File: config.mk
export PLATFORM = sky130hd
export DESIGN_NAME = plab4_net_demux_buf
export DESIGN_NICKNAME = d
export VERILOG_FILES = /design/src/rtl/plab4_net_demux_buf_pkg.sv /design/src/rtl/plab4_net_demux_queue.sv /design/src/rtl/plab4_net_demux_buf.sv
export SDC_FILE = /design/constraint.sdc
export NUM_CORES = 1
export LEC_CHECK = 0
export ABC_AREA = 0
export CAP_MARGIN = 15
export CORE_MARGIN = 2
export CORE_UTILIZATION = 45
export DETAILED_ROUTE_END_ITERATION = 10
export DONT_BUFFER_PORTS = 1
export PLACE_DENSITY = 0.66
export SLEW_MARGIN = 30
export SYNTH_ARGS = -nofsm -noshare
export SYNTH_HDL_FRONTEND = slang
export SYNTH_SLANG_ARGS = --single-unit
File: constraint.sdc
create_clock -name clk -period 10.6 [get_ports clk]
set_clock_uncertainty 0.1 [all_clocks]
set_input_delay 2.12 -clock clk [delete_from_list [all_inputs] [get_ports clk]]
set_output_delay 2.12 -clock clk [all_outputs]
set_load 0.005 [all_outputs]
File: src/rtl/plab4_net_demux_buf_pkg.sv
// Shared plab4-net constants and helpers for the per-domain demux buffer.
// Supplies the default message widths, queue sizing and the drop counter.
package plab4_net_demux_buf_pkg;

   localparam int c_msg_cnbits    = 32;
   localparam int c_msg_dnbits    = 32;
   localparam int c_num_domains   = 2;
   localparam int c_depth         = 2;
   localparam int c_drop_cnt_bits = 8;

   typedef logic [c_drop_cnt_bits-1:0] drop_cnt_t;

   localparam drop_cnt_t c_drop_cnt_max = 8'd255;

   // Domain select width: never narrower than one bit.
   function automatic int dom_bits(input int n);
      return (n > 2) ? $clog2(n) : 1;
   endfunction

   function automatic drop_cnt_t sat_inc(input drop_cnt_t v);
      return (v == c_drop_cnt_max) ? v : v + drop_cnt_t'(1);
   endfunction

endpackage

File: src/rtl/plab4_net_demux_queue.sv
// Single-domain FIFO with wrap-bit pointers; the head is forced to zero when
// empty so an idle domain never exposes stale storage.
module plab4_net_demux_queue #(
   parameter int p_width = 64,
   parameter int p_depth = 2
)(
   input  logic               clk,
   input  logic               reset,
   input  logic               enq_val,
   input  logic [p_width-1:0] enq_msg,
   output logic               full,
   input  logic               deq_rdy,
   output logic               deq_val,
   output logic [p_width-1:0] deq_msg
);

   localparam int c_aw = $clog2(p_depth);

   logic [c_aw:0]        wr_ptr_q, wr_ptr_d;
   logic [c_aw:0]        rd_ptr_q, rd_ptr_d;
   logic [p_width-1:0]   mem_q [p_depth];
   logic                 full_s, empty_s, enq_fire_s, deq_fire_s;
   logic [p_width-1:0]   deq_msg_s;

   // Occupancy flags, pointer advance and gated head read.
   always_comb begin
      empty_s    = (wr_ptr_q == rd_ptr_q);
      full_s     = (wr_ptr_q[c_aw] != rd_ptr_q[c_aw]) &&
                   (wr_ptr_q[c_aw-1:0] == rd_ptr_q[c_aw-1:0]);
      enq_fire_s = enq_val & ~full_s;
      deq_fire_s = deq_rdy & ~empty_s;
      wr_ptr_d   = enq_fire_s ? (wr_ptr_q + (c_aw+1)'(1)) : wr_ptr_q;
      rd_ptr_d   = deq_fire_s ? (rd_ptr_q + (c_aw+1)'(1)) : rd_ptr_q;
      deq_msg_s  = empty_s ? {p_width{1'b0}} : mem_q[rd_ptr_q[c_aw-1:0]];
   end

   // Pointer registers; reset empties the queue without touching storage.
   always_ff @(posedge clk or negedge reset) begin
      if (!reset) begin
         wr_ptr_q <= {(c_aw+1){1'b0}};
         rd_ptr_q <= {(c_aw+1){1'b0}};
      end else begin
         wr_ptr_q <= wr_ptr_d;
         rd_ptr_q <= rd_ptr_d;
      end
   end

   // Entry storage write.
   always_ff @(posedge clk) begin
      if (enq_fire_s) begin
         mem_q[wr_ptr_q[c_aw-1:0]] <= enq_msg;
      end
   end

   assign full    = full_s;
   assign deq_val = ~empty_s;
   assign deq_msg = deq_msg_s;

endmodule

File: src/rtl/plab4_net_demux_buf.sv
// Demultiplexes one input stream into per-security-domain FIFOs; messages for
// a non-existent domain are swallowed and counted.
module plab4_net_demux_buf
   import plab4_net_demux_buf_pkg::*;
#(
   parameter  int p_msg_cnbits  = c_msg_cnbits,
   parameter  int p_msg_dnbits  = c_msg_dnbits,
   parameter  int p_num_domains = c_num_domains,
   parameter  int p_depth       = c_depth,
   localparam int c_dw          = dom_bits(p_num_domains)
)(
   input  logic                                  clk,
   input  logic                                  reset,
   input  logic [c_dw-1:0]                       domain,
   input  logic                                  in_val,
   output logic                                  in_rdy,
   input  logic [p_msg_cnbits-1:0]               in_msg_control,
   input  logic [p_msg_dnbits-1:0]               in_msg_data,
   output logic [p_num_domains-1:0]              out_val,
   input  logic [p_num_domains-1:0]              out_rdy,
   output logic [p_num_domains*p_msg_cnbits-1:0] out_msg_control,
   output logic [p_num_domains*p_msg_dnbits-1:0] out_msg_data,
   output logic [c_drop_cnt_bits-1:0]            drop_count
);

   localparam int             c_qw      = p_msg_cnbits + p_msg_dnbits;
   localparam logic [c_dw:0]  c_num_dom = (c_dw+1)'(p_num_domains);

   logic [p_num_domains-1:0] sel_s, full_s, enq_s;
   logic                     in_range_s, rdy_sel_s, in_rdy_s, drop_s;
   drop_cnt_t                drop_count_q, drop_count_d;

   // Domain decode, ready selection and drop detection. Ready never looks at
   // out_rdy, so a full queue stays closed even while it is draining.
   always_comb begin
      sel_s = {p_num_domains{1'b0}};
      for (int d = 0; d < p_num_domains; d++) begin
         sel_s[d] = (domain == c_dw'(d));
      end
      in_range_s   = ({1'b0, domain} < c_num_dom);
      rdy_sel_s    = in_range_s ? ~|(full_s & sel_s) : 1'b1;
      in_rdy_s     = reset & rdy_sel_s;
      enq_s        = (in_val & in_rdy_s & in_range_s) ? sel_s : {p_num_domains{1'b0}};
      drop_s       = in_val & in_rdy_s & ~in_range_s;
      drop_count_d = drop_s ? sat_inc(drop_count_q) : drop_count_q;
   end

   // Saturating count of discarded messages.
   always_ff @(posedge clk or negedge reset) begin
      if (!reset) begin
         drop_count_q <= {c_drop_cnt_bits{1'b0}};
      end else begin
         drop_count_q <= drop_count_d;
      end
   end

   for (genvar g = 0; g < p_num_domains; g++) begin : g_dom
      logic [c_qw-1:0] head_msg_s;

      plab4_net_demux_queue #(
         .p_width (c_qw),
         .p_depth (p_depth)
      ) u_queue (
         .clk     (clk),
         .reset   (reset),
         .enq_val (enq_s[g]),
         .enq_msg ({in_msg_control, in_msg_data}),
         .full    (full_s[g]),
         .deq_rdy (out_rdy[g]),
         .deq_val (out_val[g]),
         .deq_msg (head_msg_s)
      );

      assign out_msg_control[g*p_msg_cnbits +: p_msg_cnbits] = head_msg_s[p_msg_dnbits +: p_msg_cnbits];
      assign out_msg_data[g*p_msg_dnbits +: p_msg_dnbits]    = head_msg_s[0 +: p_msg_dnbits];
   end

   assign in_rdy     = in_rdy_s;
   assign drop_count = drop_count_q;

endmodule
==> flow_summary.json <==
{
  "die_h_microns": 155.1,
  "period_share": 0.4718,
  "fin_ws_ns": 5.599,
  "antenna_found_initial": 0,
  "total_power_w": 0.003096,
  "tritoncts": "yes",
  "grt_max_degree": 49,
  "drtPass1Iterations": 4,
  "powerDensity_nw_per_um2": 273.5,
  "relSlewSlack": 0.4029,
  "postSynthCellCount": 613,
  "hold_class": "flip-flop to flip-flop",
  "gp_congestion": 0.7532,
  "clock-sinks": 264,
  "worst_pin_slew_ns": 0.8957,
  "synth_top_area_frac": 0.7480,
  "dp_hpwl_microns": 12090,
  "fmax_mhz": 199.9,
  "die_area_sq_um": 24060,
  "wl_per_cell_microns": 21.63,
  "combPwrFrac": 0.293,
  "grtUsageTotal": 0.1637,
  "clk_path_buf_depth": 3,
  "ys_top_cells_by_count": "edfxtp_1 (256), mux2i_1 (131), nor2_1 (131), buf_2 (20), buf_6 (12)",
  "core_area_sq_um": 22500,
  "critPathMaxFanout": 35,
  "cts_buffers": 26,
  "port_buffers": 0,
  "cap_violations": 0,
  "worstSetupStartpointType": "flip-flop",
  "setup_tns_ns": 0,
  "die_w_microns": 155.1,
  "post-route-util": 0.5030,
  "drive_above_1_share": 0.09291,
  "setup-violations-final": 0,
  "synth_area_leader_cell": "edfxtp_1",
  "io_pins": 209,
  "drc_errors": 0,
  "nets": 687,
  "pre_cts_slack_ns": 6.035,
  "syn-cell-area_sq_um": 10280,
  "p_leak_nw": 4.009,
  "finalMaxSlewViolations": 0,
  "path_class": "flip-flop to primary output",
  "synth_ff_type": "edfxtp_1",
  "finalCriticalPeriod_ns": 5.001,
  "switchingPower_w": 0.001061,
  "required_ns": 8.38,
  "arrival_ns": 2.78,
  "vias_per_cell": 5.439,
  "drt-total-wl_microns": 19900,
  "drtIter0Drc": 289,
  "grt_overflow_total": 0,
  "worstSetupEndpointType": "primary output",
  "ant_nets": 0,
  "synth-edff-count": 256,
  "vias": 5004,
  "num_rows": 55,
  "seq_area_frac_synth": 0.7675,
  "root_buffer": "clkbuf_16",
  "async_flop_share": 0.03030,
  "p_sw_frac": 0.3428,
  "htree_levels": 1,
  "sequentialPowerShare": 0.433,
  "vdd_drop_max_mv": 0.1704,
  "yosysMostFrequentCell": "edfxtp_1",
  "yosys_register_bits": 264,
  "post-cts-setup-buffers": 0,
  "syn_area_per_cell_sq_um": 16.77,
  "cts_resized": 0,
  "synth-warning-count": 0,
  "grt_pass1_wl_microns": 30280,
  "clkLatencyLatePin_ns": 0.52,
  "syn_to_final_growth_pct": 10.14,
  "status": "finished clean",
  "yosysUniqueCellTypes": 27,
  "cts_hold_buf": 0,
  "rsz0062_at_grt": "false",
  "clk_pin_slew_ns": 0.06,
  "grt_pass1_vias": 5305,
  "whs_ns": 0.4835,
  "clockPowerShare": 0.274,
  "diodes": 0,
  "netlist_top_cells_area": "edfxtp_1 (75%), mux2i_1 (13%), nor2_1 (4.8%)",
  "finalHoldViolCount": 0,
  "p_int_w": 0.002035,
  "initial_utilization": 0.4567
}
## cells in the final DEF (no fill, tap or decap), drive strengths merged, types with 2 or more instances in the layout
| cell type | count |
|---|---|
| a21oi | 4 |
| edfxtp | 256 |
| nor2 | 131 |
| xnor2 | 4 |
| o21ai | 5 |
| clkbuf | 39 |
| dfrtp | 8 |
| buf | 12 |
| clkinv | 6 |
| mux2i | 131 |
| mux2 | 2 |
| inv | 3 |
| conb | 8 |
| nor3 | 4 |
| nand2 | 6 |
| a21boi | 2 |
| a31oi | 2 |
| and2 | 2 |
| xor2 | 2 |
## layout make-up
class / count / area, sq um
Fill cell: 1837 / 11180
Sequential cell: 264 / 7895
Multi-Input combinational cell: 310 / 2130
Clock buffer: 39 / 770.7
Tap cell: 285 / 356.6
Timing Repair Buffer: 12 / 122.6
Clock inverter: 7 / 33.78
Inverter: 3 / 11.26
## per-layer routing
| layer | vias up | wire (microns) | GRT usage |
|---|---|---|---|
| li1 | 2245 | - | - |
| met1 | 2528 | 7909 | 0.1952 |
| met2 | 201 | 9871 | 0.2857 |
| met3 | 30 | 1761 | 0.05292 |
| met4 | 0 | 357 | 0.04674 |
| met5 | - | 0 | 0 |
## sequential cells by signal, summed over array words and instances, names as in the netlist
register	count
g_dom.u_queue.rd_ptr_q	4
g_dom.u_queue.wr_ptr_q	4
g_dom.u_queue.mem_q	256
## path summary, 6_finish.rpt
path,startpoint,endpoint,slack (ns),depth (start not counted)
worst min-delay path,g_dom[0].u_queue.wr_ptr_q[1],g_dom[0].u_queue.wr_ptr_q[1],0.48,2
max in group asynchronous,reset,g_dom[0].u_queue.rd_ptr_q[0],9.13,0
worst max register to register,g_dom[1].u_queue.rd_ptr_q[0],g_dom[1].u_queue.mem_q[0][48],7.20,4
worst max-delay path,g_dom[0].u_queue.rd_ptr_q[0],out_msg_control[16],5.60,4
worst min register to register,g_dom[0].u_queue.wr_ptr_q[1],g_dom[0].u_queue.wr_ptr_q[1],0.48,2
min in group asynchronous,reset,g_dom[1].u_queue.wr_ptr_q[0],1.18,0
## power groups by stage
stage | combinational, W | clock (W) | sequential, W
global placement | 0.000909 | 0 | 0.00136
CTS | 0.000932 | 0.000870 | 0.00134
finish | 0.000908 | 0.000848 | 0.00134
floorplan | 0.000840 | 0 | 0.00129
detailed placement | 0.000929 | 0 | 0.00137
global route | 0.000999 | 0.000912 | 0.00135
## stage by stage
stage | instances | instance area [sq um]
CTS | 919 | 11290
floorplan | 620 | 10300
finish | 920 | 11320
detailed placement | 873 | 10490
global placement | 872 | 10470
global route | 920 | 11320
## worst max-delay path, cell delays in order, from the launching register on
cell and delay, ns:
dfrtp_4 0.68, xnor2_1 0.26, and2_2 0.64, buf_4 0.49, nor2_1 0.15
## kinds of logic after synthesis
family                    count (synthesis)  synth area share
buffers and inverters                    46           0.03165
other                                     1         0.0003649
DFF                                     264            0.7675
and+or+nand+nor                         147           0.05576
AOI/OAI and AO/OA                        16          0.009861
muxes                                   133            0.1298
xor gates and xnor gates                  6          0.005113
Power figures use the tool's default switching activity.
